## src/rtl/settle_arbiter.sv

```systemverilog
// Round-robin arbiter that time-shares one combinational datapath between N_REQ
// requesters, waiting SETTLE cycles before sampling the result and returning it tagged.
module settle_arbiter #(
   parameter int N_REQ  = 4,
   parameter int DATA_W = 8,
   parameter int SETTLE = 2,
   parameter int ID_W   = $clog2(N_REQ)
) (
   input  logic                      clk,
   input  logic                      rst_n,
   input  logic [N_REQ-1:0]          req_valid,
   input  logic [N_REQ*DATA_W-1:0]   req_data,
   output logic [N_REQ-1:0]          req_ready,
   output logic [DATA_W-1:0]         dp_in,
   input  logic [DATA_W-1:0]         dp_out,
   output logic                      rsp_valid,
   output logic [ID_W-1:0]           rsp_id,
   output logic [DATA_W-1:0]         rsp_data,
   input  logic                      rsp_ready,
   output logic                      busy
);

   localparam int CNT_W = (SETTLE > 1) ? $clog2(SETTLE) : 1;

   typedef enum logic [1:0] {
      S_IDLE,
      S_SETTLE,
      S_RESP
   } state_e;

   state_e              state_q;
   logic [ID_W-1:0]     ptr_q;
   logic [ID_W-1:0]     ptr_d;
   logic [CNT_W-1:0]    cnt_q;
   logic [DATA_W-1:0]   dp_in_q;
   logic                rsp_valid_q;
   logic [ID_W-1:0]     rsp_id_q;
   logic [DATA_W-1:0]   rsp_data_q;
   logic                busy_q;

   logic [ID_W-1:0]     grant_idx;
   logic                grant_vld;
   logic                accept;

   // Search upward from ptr_q, wrapping, for the first valid requester.
   always_comb begin : grant_search
      int idx;
      // NOTE: every combinational output gets a default first so no path infers a latch.
      idx       = 0;
      grant_vld = 1'b0;
      grant_idx = '0;
      for (int k = 0; k < N_REQ; k++) begin
         idx = int'(ptr_q) + k;
         if (idx >= N_REQ) idx = idx - N_REQ;
         if (!grant_vld && req_valid[idx]) begin
            grant_vld = 1'b1;
            grant_idx = ID_W'(idx);
         end
      end
   end

   assign ptr_d  = (grant_idx == ID_W'(N_REQ - 1)) ? '0 : grant_idx + ID_W'(1);
   assign accept = (state_q == S_IDLE) && grant_vld;

   // Gated by rst_n so no requester sees a grant while the block is held in reset.
   always_comb begin
      req_ready = '0;
      if (rst_n && accept) req_ready[grant_idx] = 1'b1;
   end

   // NOTE: sequential state uses non-blocking assignments only, so every register samples pre-edge values.
   always_ff @(posedge clk or negedge rst_n) begin
      if (!rst_n) begin
         state_q     <= S_IDLE;
         ptr_q       <= '0;
         cnt_q       <= '0;
         dp_in_q     <= '0;
         rsp_valid_q <= 1'b0;
         rsp_id_q    <= '0;
         rsp_data_q  <= '0;
         busy_q      <= 1'b0;
      end else begin
         case (state_q)
            S_IDLE: begin
               if (accept) begin
                  dp_in_q  <= req_data[int'(grant_idx)*DATA_W +: DATA_W];
                  rsp_id_q <= grant_idx;
                  ptr_q    <= ptr_d;
                  cnt_q    <= CNT_W'(SETTLE - 1);
                  busy_q   <= 1'b1;
                  state_q  <= S_SETTLE;
               end
            end
            S_SETTLE: begin
               if (cnt_q != '0) begin
                  cnt_q <= cnt_q - CNT_W'(1);
               end else begin
                  rsp_data_q  <= dp_out;
                  rsp_valid_q <= 1'b1;
                  state_q     <= S_RESP;
               end
            end
            S_RESP: begin
               if (rsp_ready) begin
                  rsp_valid_q <= 1'b0;
                  busy_q      <= 1'b0;
                  state_q     <= S_IDLE;
               end
            end
            default: begin
               rsp_valid_q <= 1'b0;
               busy_q      <= 1'b0;
               state_q     <= S_IDLE;
            end
         endcase
      end
   end

   assign dp_in     = dp_in_q;
   assign rsp_valid = rsp_valid_q;
   assign rsp_id    = rsp_id_q;
   assign rsp_data  = rsp_data_q;
   assign busy      = busy_q;

endmodule

```

## config.mk

```make
export PLATFORM = sky130hd
export DESIGN_NAME = settle_arbiter
export DESIGN_NICKNAME = d
export VERILOG_FILES = /design/src/rtl/settle_arbiter.sv
export SDC_FILE = /design/constraint.sdc
export NUM_CORES = 1
export LEC_CHECK = 0
export ABC_CLOCK_PERIOD_IN_PS = 1950
export CORE_MARGIN = 2
export CORE_UTILIZATION = 38
export DETAILED_ROUTE_END_ITERATION = 8
export GPL_TIMING_DRIVEN = 0
export PLACE_DENSITY = 0.79
export SLEW_MARGIN = 30
export SYNTH_ARGS = -nofsm -noshare
export SYNTH_HDL_FRONTEND = slang
export SYNTH_SLANG_ARGS = --single-unit
```

## constraint.sdc

```tcl
create_clock -name clk -period 1.95 [get_ports clk]
set_clock_uncertainty 0.15 [all_clocks]
set_input_delay 0.39 -clock clk [delete_from_list [all_inputs] [get_ports clk]]
set_output_delay 0.39 -clock clk [all_outputs]
set_load 0.01 [all_outputs]
```

==> After elaboration in Yosys (flattened, before gate mapping) <==
Cells that the tools add are included.
{ "totals": {"regBits": 25, "out_inout_bits": 24, "elab_cells": 93} }
{ "op_classes": {"n_lt_le_gt_ge": 10, "shifts": 1, "n_mux": 39, "bitwise": 3, "n_addsub": 9, "n_reduce_logical": 17, "eq_ne": 6} }
{ "ops": {"columns": ["op", "n"], "rows": [
  ["32-bit by 4-bit less-than comparator with 1-bit output, second input constant", 4],
  ["32-bit 2-to-1 mux", 4],
  ["32-bit by 6-bit variable part select with 8-bit output", 1],
  ["1-bit 2-to-1 mux", 17],
  ["2-bit 2-to-1 mux", 8],
  ["3-bit by 3-bit subtractor with 4-bit output, second input constant", 3],
  ["3-bit >= comparator, second input constant", 3],
  ["3-bit AND reduction", 3],
  ["1-bit binary-select mux with 2-bit select", 4],
  ["2-bit by 2-bit adder with 3-bit output, second input constant", 2],
  ["1-bit logical AND", 6],
  ["2-bit inequality test, second input constant", 3],
  ["1-bit case mux with 3 select lines", 2],
  ["2-bit case mux with 3 select lines", 1],
  ["2-bit AND reduction", 3],
  ["2-bit equality test, second input constant", 2],
  ["4-bit 2-to-1 mux", 1],
  ["2-bit by 3-bit subtractor with 4-bit output, second input constant", 1],
  ["2-bit by 1-bit adder with 3-bit output, second input constant", 1],
  ["2-bit by 3-bit >= comparator with 1-bit output, second input constant", 1],
  ["1-bit logical NOT", 3],
  ["2-bit by 3-bit less-than comparator with 1-bit output, second input constant", 1],
  ["1-bit inverter", 3],
  ["2-bit by 1-bit adder with 2-bit output, second input constant", 1],
  ["7 further kinds", 7]
]} }

==> Depth between registers and ports, before layout <==
Gate-level depths: netlist (run 1).
{ "logic_depth": {"word_depth": 20, "ltp_mapped": 6, "ltp_nobuf": 5} }

==> Least setup slack after synthesis (run 1) <==
Ideal clock, no wire load.
{ "synth_timing": {"kind": "register to output", "startpoint": "reg ptr_q[1]", "endpoint": "out req_ready[1]", "stages_incl_launch_ff": 6, "arrival_ns": 1.236, "required_ns": 1.410, "setup_slack_ns": 0.174, "path_cell_list": "dfrtp_1 -> nor2b_1 -> o21ai_1 -> o211ai_1 -> nand4b_1 -> nor2b_1"} }
{ "synth_between": {"elab_chain_cells": 20} }
{ "synth_lines": {"columns": ["item", "line_no", "source"], "rows": [
  ["start: declaration", "32", "logic [ID_W-1:0] ptr_q;"],
  ["start signal: assignment", "88", "ptr_q <= ptr_d;"],
  ["branches (longest 19 deep; another with 3-bit by 3-bit subtractor with 4-bit output)", null, null],
  ["4-bit 2-to-1 mux *", "68", "if (rst_n && accept) req_ready[grant_idx] = 1'b1;"],
  ["end: declaration", "13", "output logic [N_REQ-1:0] req_ready,"]
]} }
Mark *: on every way between the ends. The select of a mux whose other input is x is not followed.

==> Worst setup path after layout (run 1) <==
Same ends and word-level chain as after synthesis.

==> out/qor.csv, run 1 <==
stage,metric,value,unit
status,status,"finished, violations left",
status,violations,negative setup slack,
sta,setup_ws,-0.349,ns
sta,whs,0.350,ns
global_route,grt_pass1_wl,5790,µm
synth,syn-num-nets,166,
sta,slew_violations,0,
placed_design,dpl_cell_area,2040,µm²
global_route,first_global_vias,1249,
synth,netlist_top_cells_area,"dfrtp_1 (48%), mux2i_1 (12%), mux2_1 (7.0%)",
sta,tightest_slew,0.444,ns
finish,nNetsFinal,252,
finish,drive_gt1_share,14.7,%
floorplanning,core,3310,µm²
power,p_leak,0.980,nW
sta,fin_crit_sh,118,%
sta,max_freq,435,MHz
synth,yosysSeqAreaShare,48.5,%
clock_network,clockBufferDepth,2,
route,drtIter0Drc,44,
power,power_density,1310,nW/µm²
synth,synth_top_area_cell,dfrtp_1,
route,via_count,1262,
route,wirelength,3630,µm
sta,rsz0062_at_grt,yes,
route,drtAntennaViolNets,0,
finish,multi_input_area,656,µm²
synth,synthCells,119,
sta,setup_viol,4,
global_route,grt_max_degree,26,
sta,slew_headroom,70.3,%
synth,ys_top_cells_by_count,"dfrtp_1 (25), nand2_1 (18), mux2i_1 (16)",
clock_network,worstSkewPairLatency,0.31,ns
placed_design,dp_hpwl,2740,µm
clock_network,cts.reportedPaths.clkPinSlew,0.13,ns
floorplanning,die_height,62.3,µm
route,viasPerCell,5.05,
route,drt-pass1-iter-count,4,
clock_network,cts_buffers,3,
worst_setup_path,critical_path_class,register to output pin,
synth,synth-async-reset-ratio,100,%
worst_setup_path,required,1.41,ns
global_route,antenna_found_initial,0,
synth,yosysTopAreaCellShare,48.5,%
synth,synth_most_common_cell,dfrtp_1,
floorplanning,die_area,3880,µm²
worst_setup_path,r2r_cells,8,
worst_setup_path,r2r-start,ptr_q[1],
floorplanning,io_pins,71,
power,finalPower,2.88,mW
floorplanning,start_util,39.0,%
route,wl_per_cell,14.5,µm
synth,ys_warn_count,0,
synth,postSynthRegisterBits,25,
synth,yosysUniqueCellTypes,31,
worst_setup_path,critical_path.startpoint,ptr_q[1],
worst_setup_path,crit_end,req_ready[1],
worst_setup_path,timing.rr.end,dp_in[2],
clock_network,clock-sinks,25,
sta,setup_tns,-1.29,ns
worst_setup_path,endpoint_kind,output pin,
clock_network,clockRootBuffer,clkbuf_4,
clock_network,cts_tree,yes,
placed_design,place_congestion,0.783,
clock_network,htreeDepth,1,
synth,synth_edf_count,0,
global_route,grt_use_total,18.6,%
worst_setup_path,worstPathArrival,1.76,ns
job,maxCapViolations,0,
finish,diodes,0,
floorplanning,die_width,62.3,µm
finish,fillers,275,
floorplanning,rows,21,
finish,final_area,2200,µm²
sta,final_hold_viol_count,0,
synth,synth_area,1290,µm²
worst_setup_path,crit_path_start_kind,register,
sta,period_needed,2.30,ns
finish,syn2layout_area_growth,70.2,%
synth,syn_area_per_cell,10.8,µm²
power,irDropWorstVdd,0.676,mV
route,drc_errors,0,
placed_design,io_buffers,70,
worst_setup_path,crit_fanout,5,
finish,regArea,626,µm²
placed_design,place_ws,-0.963,ns
hold_path,hold_class,register to register,
synth,synth-main-ff-cell,dfrtp_1,
worst_setup_path,reg2reg_slack,0.06,ns
global_route,grt_remaining_overflow,0,
[kinds of logic after synthesis]
kind of cell | count (synthesis) | synth area share, %
buf+inv | 8 | 4.07
simple gates | 40 | 15.8
flops | 25 | 48.5
xor+xnor | 1 | 0.679
compound gates | 21 | 11.5
mux | 24 | 19.4
[stage by stage]
| stage | instances | utilization, % |
|---|---|---|
| finish | 250 | 66.3 |
| global route | 250 | 66.3 |
| CTS | 248 | 65.3 |
| detailed placement | 235 | 61.7 |
| global placement | 235 | 61.9 |
| floorplan | 119 | - |
[cell usage in the layout, fill, tap and decap left out, types with 2 or more instances in the layout]
master,netlist,routed
buf_6,2,2
clkbuf_1,1,2
mux2_1,8,8
clkdlybuf4s50_1,0,61
o21ai_1,3,3
buf_2,0,5
a21oi_1,2,2
nor2_1,10,10
mux2i_1,16,16
buf_4,2,10
nand2_1,18,18
inv_1,2,2
dlygate4sd2_1,0,3
o21ai_0,2,2
dfrtp_1,25,25
nor2b_1,3,2
clkbuf_4,0,3
o221ai_1,8,8
[layout make-up]
type	count	share of cell area, %
Timing Repair Buffer	81	35.3
Multi-Input combinational cell	86	29.9
Sequential cell	25	28.5
Tap cell	46	2.62
Buffer	5	2.05
Clock buffer	4	1.20
Inverter	3	0.513
[sequential cells by signal (all words and copies together), names as in the netlist]
signal / cells
dp_in: 8
rsp_data: 8
ptr_q: 2
rsp_id: 2
state_q: 2
busy: 1
cnt_q: 1
rsp_valid: 1
[critical path: stages (launching register included)]
cell,delay [ns]
dfrtp_1,0.43
inv_1,0.09
a21boi_1,0.16
o211ai_1,0.15
buf_4,0.16
nand4b_1,0.20
nor2b_1,0.12
buf_2,0.13
[where the power goes]
group | internal [mW] | total [mW] | leakage (nW) | switching [mW]
clock | 0.0797 | 0.221 | 0.0150 | 0.142
sequential | 0.779 | 0.942 | 0.299 | 0.163
combinational | 0.957 | 1.72 | 0.666 | 0.761
total | 1.82 | 2.88 | 0.980 | 1.06
[worst min-delay path by stage]
stage,slack (ns),depth (start not counted),startpoint,endpoint
4_1_cts,0.36,1,rsp_data[3],rsp_data[3]
6_report,0.35,1,rsp_data[3],rsp_data[3]
3_3_place_gp,0.31,2,rsp_id[0],rsp_id[0]
2_1_floorplan,-0.06,0,rst_n,busy
3_5_place_dp,0.28,1,rst_n,dp_in[2]
5_1_grt,0.37,1,rsp_data[3],rsp_data[3]
[per-layer routing]
metal | track usage (%) | vias to the layer above | part of all wire [%]
met2 | 31.8 | 41 | 52
met4 | 7.22 | 0 | 3.1
li1 | - | 600 | -
met5 | 0 | - | 0
met1 | 22.1 | 611 | 40
met3 | 5.62 | 10 | 4.4
[what timing repair did]
action,in CTS,in global routing
hold endpoints to repair,25,0
hold buffers,2,0
setup buffers,7,2
resized for setup,29,3
setup endpoints to repair,12,12
pin swaps,6,3
(Power assumes the default switching activity.)
==> run 2, diff against run 1 <==
--- a/config.mk
+++ b/config.mk
@@ -7,10 +7,11 @@
 export LEC_CHECK = 0
 export ABC_CLOCK_PERIOD_IN_PS = 1950
 export CORE_MARGIN = 2
-export CORE_UTILIZATION = 38
+export CORE_UTILIZATION = 54
 export DETAILED_ROUTE_END_ITERATION = 8
+export DONT_BUFFER_PORTS = 1
 export GPL_TIMING_DRIVEN = 0
-export PLACE_DENSITY = 0.79
+export PLACE_DENSITY = 0.69
 export SLEW_MARGIN = 30
 export SYNTH_ARGS = -nofsm -noshare
 export SYNTH_HDL_FRONTEND = slang
==> run 2 against run 1 <==
The flow still finishes with violations (negative setup slack). Core utilization is 0.96 points higher. Final area is 32% lower. Non-clock buffer count is 71 lower. Sequential share of layout area is 13 points higher. Global-route usage is 2.4 points higher. Die area is 28% lower. Clock power is 13% higher. Highest routed layer is now met3.
==> out/qor.csv, run 2 (same netlist as run 1, synthesis figures left out) <==
stage,metric,value,unit
status,status,"finished, violations left",
status,violations,negative setup slack,
sta,period_needed,2.19,ns
sta,rsz0062_at_grt,yes,
worst_setup_path,slowest_delay,0.44,ns
route,viasPerCell,5.96,
global_route,met2_usage,34.6,%
sta,fin_crit_sh,112,%
finish,layout_common_cells,"dfrtp_1 (25), nand2_1 (18), mux2i_1 (16)",
route,drc_errors,0,
placed_design,place_ws,0.0418,ns
finish,syn2layout_area_growth,16.5,%
power,p_int,1.43,mW
route,wl_per_cell,17.3,µm
clock_network,htreeDepth,1,
power,p_comb_share,44.7,%
worst_setup_path,critical_path_class,register to output pin,
hold_path,hold_class,primary input to register,
worst_setup_path,worstPathArrival,1.65,ns
worst_setup_path,crit_fanout,4,
worst_setup_path,crit_chain,"nor2b_4, o21ai_2, o211ai_1, nand4b_1, nor2_2",
worst_setup_path,endpoint_kind,output pin,
sta,final_hold_viol_count,0,
job,maxCapViolations,0,
floorplanning,die_height,52.9,µm
sta,max_freq,457,MHz
global_route,grt_util_met3,4.52,%
clock_network,cts_tree,yes,
clock_network,clock-sinks,25,
power,p_sw,0.997,mW
finish,drive_gt1_share,21.1,%
clock_network,worstSkewPairLatency,0.32,ns
global_route,first_global_vias,955,
worst_setup_path,crit_path_start_kind,register,
worst_setup_path,required,1.41,ns
sta,setup_viol,12,
power,power_density,1610,nW/µm²
clock_network,cts.reportedPaths.clkPinSlew,0.15,ns
power,switching_share,41.2,%
floorplanning,die_area,2800,µm²
placed_design,dp_hpwl,1930,µm
floorplanning,core,2230,µm²
worst_setup_path,crit_family,simple AND/OR/NAND/NOR gates,
clock_network,cts_buffers,3,
global_route,grt_remaining_overflow,0,
route,via_count,959,
route,wirelength,2790,µm
global_route,grt-busiest-layer,met2,
clock_network,clockRootBuffer,clkbuf_4,
sta,setup_tns,-1.35,ns
global_route,antenna_found_initial,0,
sta,setup_ws,-0.239,ns
route,drtIter0Drc,6,
sta,tightest_slew,0.452,ns
route,drtAntennaViolNets,0,
power,p_leak,0.698,nW
global_route,grt_use_total,21.1,%
placed_design,dpl.cell_count,147,
sta,slew_violations,0,
clock_network,clockBufferDepth,2,
floorplanning,start_util,57.8,%
floorplanning,io_pins,71,
floorplanning,rows,17,
finish,final_cell_count_no_fill,161,
power,seqPwrFrac,45.0,%
worst_setup_path,slowest_stage,dfrtp_1,
finish,diodes,0,
route,drt-pass1-iter-count,4,
worst_setup_path,path_buf_inv,0,
global_route,met1_usage,29.1,%
sta,whs,0.0355,ns
power,finalPower,2.42,mW
power,irDropWorstVdd,1.06,mV
placed_design,place_congestion,0.665,
finish,layout.cells.most_common,dfrtp_1,
finish,nNetsFinal,181,
global_route,grt_max_degree,26,
placed_design,io_buffers,0,
floorplanning,die_width,52.9,µm
global_route,grt_pass1_wl,4310,µm
sta,slew_headroom,69.6,%
power,power_frac_clock,10.3,%
run 2: changes by cell type in the layout (fill, tap and decap cells not counted), sizes merged:
cell and delta:
clkdlybuf4s50 -61, buf -5, dlygate4sd2 -3, clkbuf -2, clkdlybuf4s15 -1, inv +1
run 2: per-layer routing:
metal  share of wire [%]  vias up
li1                    -      459
met1                  41      457
met2                  51       43
met3                 8.0        0
met4                   0        0
met5                   0        -
run 2: power groups by stage:
stage / registers [mW] / logic [mW] / clock network, mW
after floorplan: 1.03 / 0.761 / 0
after global placement: 1.08 / 0.865 / 0
after detailed placement: 1.08 / 0.901 / 0
after CTS: 1.09 / 1.07 / 0.259
after global routing: 1.12 / 1.21 / 0.277
final: 1.09 / 1.08 / 0.250
run 2: layout make-up:
type,count,area (µm²)
Buffer,4,50.0
Clock buffer,3,22.5
Clock inverter,1,8.76
Fill cell,177,731
Inverter,3,11.3
Multi-Input combinational cell,86,641
Sequential cell,25,626
Tap cell,28,35.0
Timing Repair Buffer,11,109
run 2: per-stage QoR:
step           cell area, µm²  utilization (%)
2_1_floorplan            1290                -
3_3_place_gp             1330             59.3
3_5_place_dp             1330             59.3
4_1_cts                  1500             67.1
5_1_grt                  1500             67.3
6_report                 1500             67.3
run 2: path summary, 6_finish.rpt:
kind / slack [ns] / startpoint / cells after the start / to
max in group asynchronous: 1.16 / rst_n / 2 / dp_in[2]
hold / removal: 0.04 / dp_out[1] / 1 / rsp_data[1]
setup / recovery: -0.24 / ptr_q[1] / 5 / req_ready[3]
min in group asynchronous: 0.34 / rst_n / 2 / state_q[0]
setup reg to reg: -0.09 / ptr_q[0] / 9 / dp_in[5]
hold reg to reg: 0.43 / rsp_id[0] / 2 / rsp_id[0]
run 2: repair_timing:
action / CTS / global route
pin swaps: 8 / 2
hold endpoints to repair: 25 / 0
hold buffers: 2 / 0
setup buffers: 9 / 0
endpoints found under the setup margin: 4 / 12
resized for setup: 14 / 1
